===== config.mk =====
export PLATFORM = sky130hd
export DESIGN_NAME = cdu_mode_sequencer
export DESIGN_NICKNAME = d
export VERILOG_FILES = /design/src/rtl/cdu_mode_sequencer.sv
export SDC_FILE = /design/constraint.sdc
export NUM_CORES = 1
export LEC_CHECK = 0
export CAP_MARGIN = 20
export CORE_MARGIN = 3
export CORE_UTILIZATION = 47
export CTS_CLUSTER_DIAMETER = 100
export DETAILED_ROUTE_END_ITERATION = 10
export PLACE_DENSITY = 0.72
export SLEW_MARGIN = 20
export SYNTH_ARGS = -nofsm -noshare
export SYNTH_HDL_FRONTEND = slang
export SYNTH_SLANG_ARGS = --single-unit

===== constraint.sdc =====
create_clock -name clk -period 2.12 [get_ports clk]
set_input_delay 0.424 -clock clk [delete_from_list [all_inputs] [get_ports clk]]
set_output_delay 0.424 -clock clk [all_outputs]
set_load 0.02 [all_outputs]

===== src/rtl/cdu_mode_sequencer.sv =====
// cdu_mode_sequencer
//
// Sequences the CDU digital-mode commands (ISSZ / ISSCA / ISSEEC) for the ISS
// discrete interface. Zero, coarse-align and error-counter-enable requests
// are arbitrated (zero > coarse > eec). Mode changes happen only on clocks
// where faz_tick is high, so the downstream FAZ2-synchronised latches never
// see a mid-phase edge. A minimum CDU-zero hold and a post-zero settle
// interval are enforced.
//
// Optional feature: define CDU_COARSE_TIMEOUT_EN to bound coarse-align to
// COARSE_MAX_TICKS ticks. A timeout returns to IDLE and raises the sticky
// fault flag, which blocks COARSE until a tick with coarse_req low.
//
// Ports:
//   clk        in   system clock
//   rst        in   asynchronous active-high reset
//   faz_tick   in   one-clk strobe per FAZ2 period; the only clocks that advance
//   zero_req   in   CDU zero request (level)
//   coarse_req in   coarse-align request (level)
//   eec_req    in   error-counter-enable request (level)
//   issz       out  CDU zero command (registered)
//   issca      out  coarse-align command (registered)
//   isseec     out  error-counter-enable command (registered)
//   busy       out  high in ZERO or SETTLE
//   state      out  encoded state: IDLE=0 ZERO=1 SETTLE=2 EEC=3 COARSE=4
//   fault      out  sticky coarse-align timeout flag (0 without the macro)

module cdu_mode_sequencer #(
    parameter int ZERO_MIN_TICKS   = 16,
    parameter int SETTLE_TICKS     = 8,
    parameter int COARSE_MAX_TICKS = 64,
    parameter int CNT_W            = 8
) (
    input  logic       clk,
    input  logic       rst,
    input  logic       faz_tick,
    input  logic       zero_req,
    input  logic       coarse_req,
    input  logic       eec_req,
    output logic       issz,
    output logic       issca,
    output logic       isseec,
    output logic       busy,
    output logic [2:0] state,
    output logic       fault
);

    typedef enum logic [2:0] {
        ST_IDLE   = 3'd0,
        ST_ZERO   = 3'd1,
        ST_SETTLE = 3'd2,
        ST_EEC    = 3'd3,
        ST_COARSE = 3'd4
    } state_t;

    // Tick counts must be representable as a final counter value.
    if (ZERO_MIN_TICKS < 1 || ZERO_MIN_TICKS > (1 << CNT_W) ||
        SETTLE_TICKS < 1 || SETTLE_TICKS > (1 << CNT_W) ||
        COARSE_MAX_TICKS < 1 || COARSE_MAX_TICKS > (1 << CNT_W)) begin : g_param_check
        $error("cdu_mode_sequencer: tick parameter out of range for CNT_W");
    end

    localparam logic [CNT_W-1:0] ZERO_LAST   = CNT_W'(ZERO_MIN_TICKS - 1);
    localparam logic [CNT_W-1:0] SETTLE_LAST = CNT_W'(SETTLE_TICKS - 1);

    state_t           state_q, state_d;
    logic [CNT_W-1:0] cnt_q, cnt_d;
    logic             issz_q, issz_d;
    logic             issca_q, issca_d;
    logic             isseec_q, isseec_d;
    logic             busy_q, busy_d;
    logic             coarse_blocked;
    logic             counting;

`ifdef CDU_COARSE_TIMEOUT_EN
    localparam logic [CNT_W-1:0] COARSE_LAST = CNT_W'(COARSE_MAX_TICKS - 1);
    logic fault_q, fault_d;

    assign coarse_blocked = fault_q;
    assign fault          = fault_q;
`else
    assign coarse_blocked = 1'b0;
    assign fault          = 1'b0;
`endif

    always_comb begin
        state_d  = state_q;
        cnt_d    = cnt_q;
        counting = 1'b0;
`ifdef CDU_COARSE_TIMEOUT_EN
        fault_d  = fault_q;
`endif

        if (faz_tick) begin
            case (state_q)
                ST_IDLE: begin
                    if (zero_req)                           state_d = ST_ZERO;
                    else if (coarse_req && !coarse_blocked) state_d = ST_COARSE;
                    else if (eec_req)                       state_d = ST_EEC;
                end
                ST_ZERO: begin
                    counting = 1'b1;
                    // A released request still holds ZERO until the minimum is met.
                    if (cnt_q >= ZERO_LAST && !zero_req) state_d = ST_SETTLE;
                end
                ST_SETTLE: begin
                    counting = 1'b1;
                    if (zero_req)                  state_d = ST_ZERO;
                    else if (cnt_q == SETTLE_LAST) state_d = ST_IDLE;
                end
                ST_EEC: begin
                    if (zero_req)                           state_d = ST_ZERO;
                    else if (coarse_req && !coarse_blocked) state_d = ST_COARSE;
                    else if (!eec_req)                      state_d = ST_IDLE;
                end
                ST_COARSE: begin
`ifdef CDU_COARSE_TIMEOUT_EN
                    counting = 1'b1;
`endif
                    if (zero_req)      state_d = ST_ZERO;
                    else if (!coarse_req) state_d = eec_req ? ST_EEC : ST_IDLE;
`ifdef CDU_COARSE_TIMEOUT_EN
                    else if (cnt_q == COARSE_LAST) begin
                        state_d = ST_IDLE;
                        fault_d = 1'b1;
                    end
`endif
                end
                default: state_d = ST_IDLE;
            endcase

`ifdef CDU_COARSE_TIMEOUT_EN
            if (!coarse_req) fault_d = 1'b0;
`endif

            // Any state change restarts the count; otherwise saturate at all-ones.
            if (state_d != state_q)              cnt_d = '0;
            else if (counting && cnt_q != '1)    cnt_d = cnt_q + 1'b1;
        end

        // Outputs decoded from the next state so they register with it in one update.
        issz_d   = (state_d == ST_ZERO);
        issca_d  = (state_d == ST_COARSE);
        isseec_d = (state_d == ST_COARSE) || (state_d == ST_EEC);
        busy_d   = (state_d == ST_ZERO) || (state_d == ST_SETTLE);
    end

    always_ff @(posedge clk or posedge rst) begin
        if (rst) begin
            state_q  <= ST_IDLE;
            cnt_q    <= '0;
            issz_q   <= 1'b0;
            issca_q  <= 1'b0;
            isseec_q <= 1'b0;
            busy_q   <= 1'b0;
        end else begin
            state_q  <= state_d;
            cnt_q    <= cnt_d;
            issz_q   <= issz_d;
            issca_q  <= issca_d;
            isseec_q <= isseec_d;
            busy_q   <= busy_d;
        end
    end

`ifdef CDU_COARSE_TIMEOUT_EN
    always_ff @(posedge clk or posedge rst) begin
        if (rst) fault_q <= 1'b0;
        else     fault_q <= fault_d;
    end
`endif

    assign issz   = issz_q;
    assign issca  = issca_q;
    assign isseec = isseec_q;
    assign busy   = busy_q;
    assign state  = state_q;

endmodule


==> impl_metrics.yaml, run 1 <==
run_status:
  run_status: "finished, violations left"
  violations: "setup timing"
job:
  maxCapViolCount: 0
die:
  die_height_microns: 51.8
  dieArea_sq_mm: 0.00268
  die_w_microns: 51.8
  std_cell_rows: 15
  pin_count: 14
  floorplan.initialDensity_pct: 53.0
  design.core.area_sq_mm: 0.00186
sta:
  finClkSkew_ps: 2.68
  finalCriticalPeriod_ps: 2150
  finalHoldViolations: 0
  grt_setup_unrepaired: "yes"
  finalSetupTns_ps: -62.2
  tightest_slew_ps: 578
  max_slew_margin_pct: 61.4
  setup-violations-final: 4
  post-route-worst-setup-slack_ps: -27.3
  fmax_mhz: 466
  final_max_slew_viol_count: 0
  post-route-period-util_pct: 101
power:
  pwr-share-comb_pct: 64.2
  ir_drop_v: 0.000873
  powerDensity_mw_per_mm2: 1200
  power.static_leakage_uw: 0.000621
  switching_share_pct: 41.3
  clockPowerShare_pct: 9.5
  power_report.internal_total_uw: 992
  sequentialPowerShare_pct: 26.3
  p_switching_uw: 698
clock_network:
  buffer_cell_driving_the_clock_tree_root: "sky130_fd_sc_hd__clkbuf_4"
  cts_max_level: 1
  clk_transition_reported_paths_ps: 90
  cts.path.max_buffers: 2
  cts_sinks: 15
  tritoncts: "done"
  cts_hold_buffers: 0
  worstSkewPairLatency_ps: 290
  cts_inserted_buffers: 3
yosys:
  syn_area_sq_um: 985
  synth_cell_types: 43
  synthesized_flop_and_latch_total: 15
  post_synth.cell_area_avg_sq_um: 9.12
  synth.largest_area_cell: "sky130_fd_sc_hd__dfrtp_1"
  synth.top_cells.by_area: "sky130_fd_sc_hd__dfrtp_1 38%, sky130_fd_sc_hd__nor2_1 4.2%, sky130_fd_sc_hd__nand3_1 3.0%"
  yosys_warnings: 0
  post_synth_inst_count: 108
  synth.top_cell.area_share_pct: 38.1
  synth-async-reset-ratio_pct: 100
  ys_seq_area_share_pct: 38.1
  synth_flop_cell: "sky130_fd_sc_hd__dfrtp_1"
  synth_nets: 115
  synth-edff-count: 0
worst_setup_path:
  maximum_fanout_along_the_worst_path: 6
  cp_launch_type: "flop"
  worstSetupPathType: "reg2reg"
  cp_data_arrival_time_ps: 2370
  endpoint_kind: "flop"
  critical_path_required_ps: 2350
min_path:
  holdCritPathClass: "in2async"
detailed_routing:
  route.final.wire_length_microns: 2560
  vias_per_cell: 5.86
  initialDrtViolationCount: 14
  route.vias.total: 996
  drt_drc_violations_left: 0
  routedWlPerCell_microns: 15.0
  ant_nets: 0
  detail_route.first_pass.iterations: 4
final_layout:
  areaGrowthSynthToFinish_pct: 43.6
  regArea_sq_um: 377
  multi_input_area_sq_um: 632
  nNetsFinal: 153
  layout_common_cells: "23 x sky130_fd_sc_hd__buf_4, 14 x sky130_fd_sc_hd__dfrtp_1, 12 x sky130_fd_sc_hd__clkdlybuf4s50_1, 11 x sky130_fd_sc_hd__nor2_1"
  final_core_util_pct: 76.1
  drive_above_1_share_pct: 31.0
  antenna_cells_inserted: 0
  mostFrequentLayoutCell: "sky130_fd_sc_hd__buf_4"
  fillers: 119
global_route:
  grt_pass1_wl_microns: 4400
  gr-usage-all-layers_pct: 22.2
  first_global_vias: 996
  grt_max_degree: 16
  gr-total-overflow: 0
  number_of_antenna_violations_at_the_first_check_in_global_routing: 0
place:
  gp_routability_congestion: 0.886
  io_buffers: 12
  post_detailed_placement_half_perimeter_wirelength_microns: 1800
  pre_cts_ws_ps: -338
cells by family (layout without fill, tap and decap cells):
| logic type | after synthesis | in the layout | synth area share (%) |
|---|---|---|---|
| AO/OA/AOI/OAI | 32 | 32 | 24.9 |
| XOR/XNOR | 2 | 2 | 1.78 |
| adder cells (fa/ha/maj) | 1 | 1 | 1.27 |
| buffers and inverters | 10 | 47 | 5.08 |
| flip-flops | 15 | 15 | 38.1 |
| multiplexers | 2 | 2 | 2.16 |
| other | 1 | 1 | 0.381 |
| AND/OR/NAND/NOR | 45 | 45 | 26.3 |
registers in the layout, summed over array words and instances (netlist names):
name,count
busy,1
cnt_q,8
issca,1
isseec,1
issz,1
state,3
Yosys cell counts (all sizes together), types with 3 or more instances:
| cell | instances |
|---|---|
| nor2 | 11 |
| a22o | 3 |
| nor4 | 3 |
| dfrtp | 15 |
| nand2 | 6 |
| nand3 | 6 |
| o21ai | 5 |
| buf | 3 |
| nor3 | 5 |
| a21oi | 4 |
| o31ai | 4 |
| a31oi | 3 |
| and2 | 3 |
| inv | 5 |
| a211o | 3 |
power groups by stage:
stage | sequential [uW] | combinational, uW | clock [uW]
floorplan | 482 | 493 | 0
CTS | 441 | 961 | 168
finish | 445 | 1090 | 160
global route | 463 | 1170 | 177
global placement | 442 | 835 | 0
detailed placement | 444 | 845 | 0
worst paths after layout:
check / startpoint / end / slack, ps / cells past startpoint
max reg2reg: cnt_q[6] / cnt_q[4] / -30 / 6
min in group clk: cnt_q[6] / cnt_q[6] / 630 / 2
max: cnt_q[6] / cnt_q[4] / -30 / 6
min reg2reg: cnt_q[6] / cnt_q[6] / 630 / 2
max in group asynchronous: rst / state[1] / 1210 / 2
min: rst / cnt_q[0] / 500 / 2
routing by layer:
| metal | up-vias | wire length [microns] | track usage, % | share of wire (%) |
|---|---|---|---|---|
| met4 | 0 | 52 | 13.5 | 2.0 |
| met1 | 487 | 1160 | 30.1 | 45 |
| li1 | 482 | - | - | - |
| met2 | 22 | 1260 | 34.3 | 49 |
| met5 | - | 0 | 0 | 0 |
| met3 | 5 | 86 | 1.72 | 3.4 |
critical path: stages (launching register included):
cell                        delay (ps)
sky130_fd_sc_hd__dfrtp_1           380
sky130_fd_sc_hd__or4_4             570
sky130_fd_sc_hd__nor3_4            150
sky130_fd_sc_hd__nor2_1             70
sky130_fd_sc_hd__a32o_2            330
sky130_fd_sc_hd__a2111oi_1         410
sky130_fd_sc_hd__a221o_1           170
final cells by class:
type	count	share of cell area (%)
clock buffer	3	1.59
clock inverter	1	0.354
inverter	6	1.59
multi-input combinational	83	44.7
sequential	15	26.6
tap	25	2.21
timing repair buffer	37	22.9
repair_timing:
action,in CTS,in global routing
gates resized for setup,9,8
pin swaps,5,2
setup endpoints to repair,8,9
buffers inserted,1,3
gates cloned,0,0
per-stage QoR:
stage               area [sq um]  total power (uW)  hold WS, ps  cells
global placement            1270              1280          585    162
global route                1410              1810          541    170
floorplan                    985               975          325    108
finish                      1410              1690          499    170
detailed placement          1270              1290          605    162
CTS                         1350              1570          492    167
Note: power is estimated with default switching activity, not from simulation.
==> inputs of run 2 (changes only) <==
Settings changed: CAP_MARGIN 20 to not set, CTS_CLUSTER_DIAMETER 100 to not set.
==> results of run 2 <==
No change in the layout: final DEF, timing and power equal those of run 1.
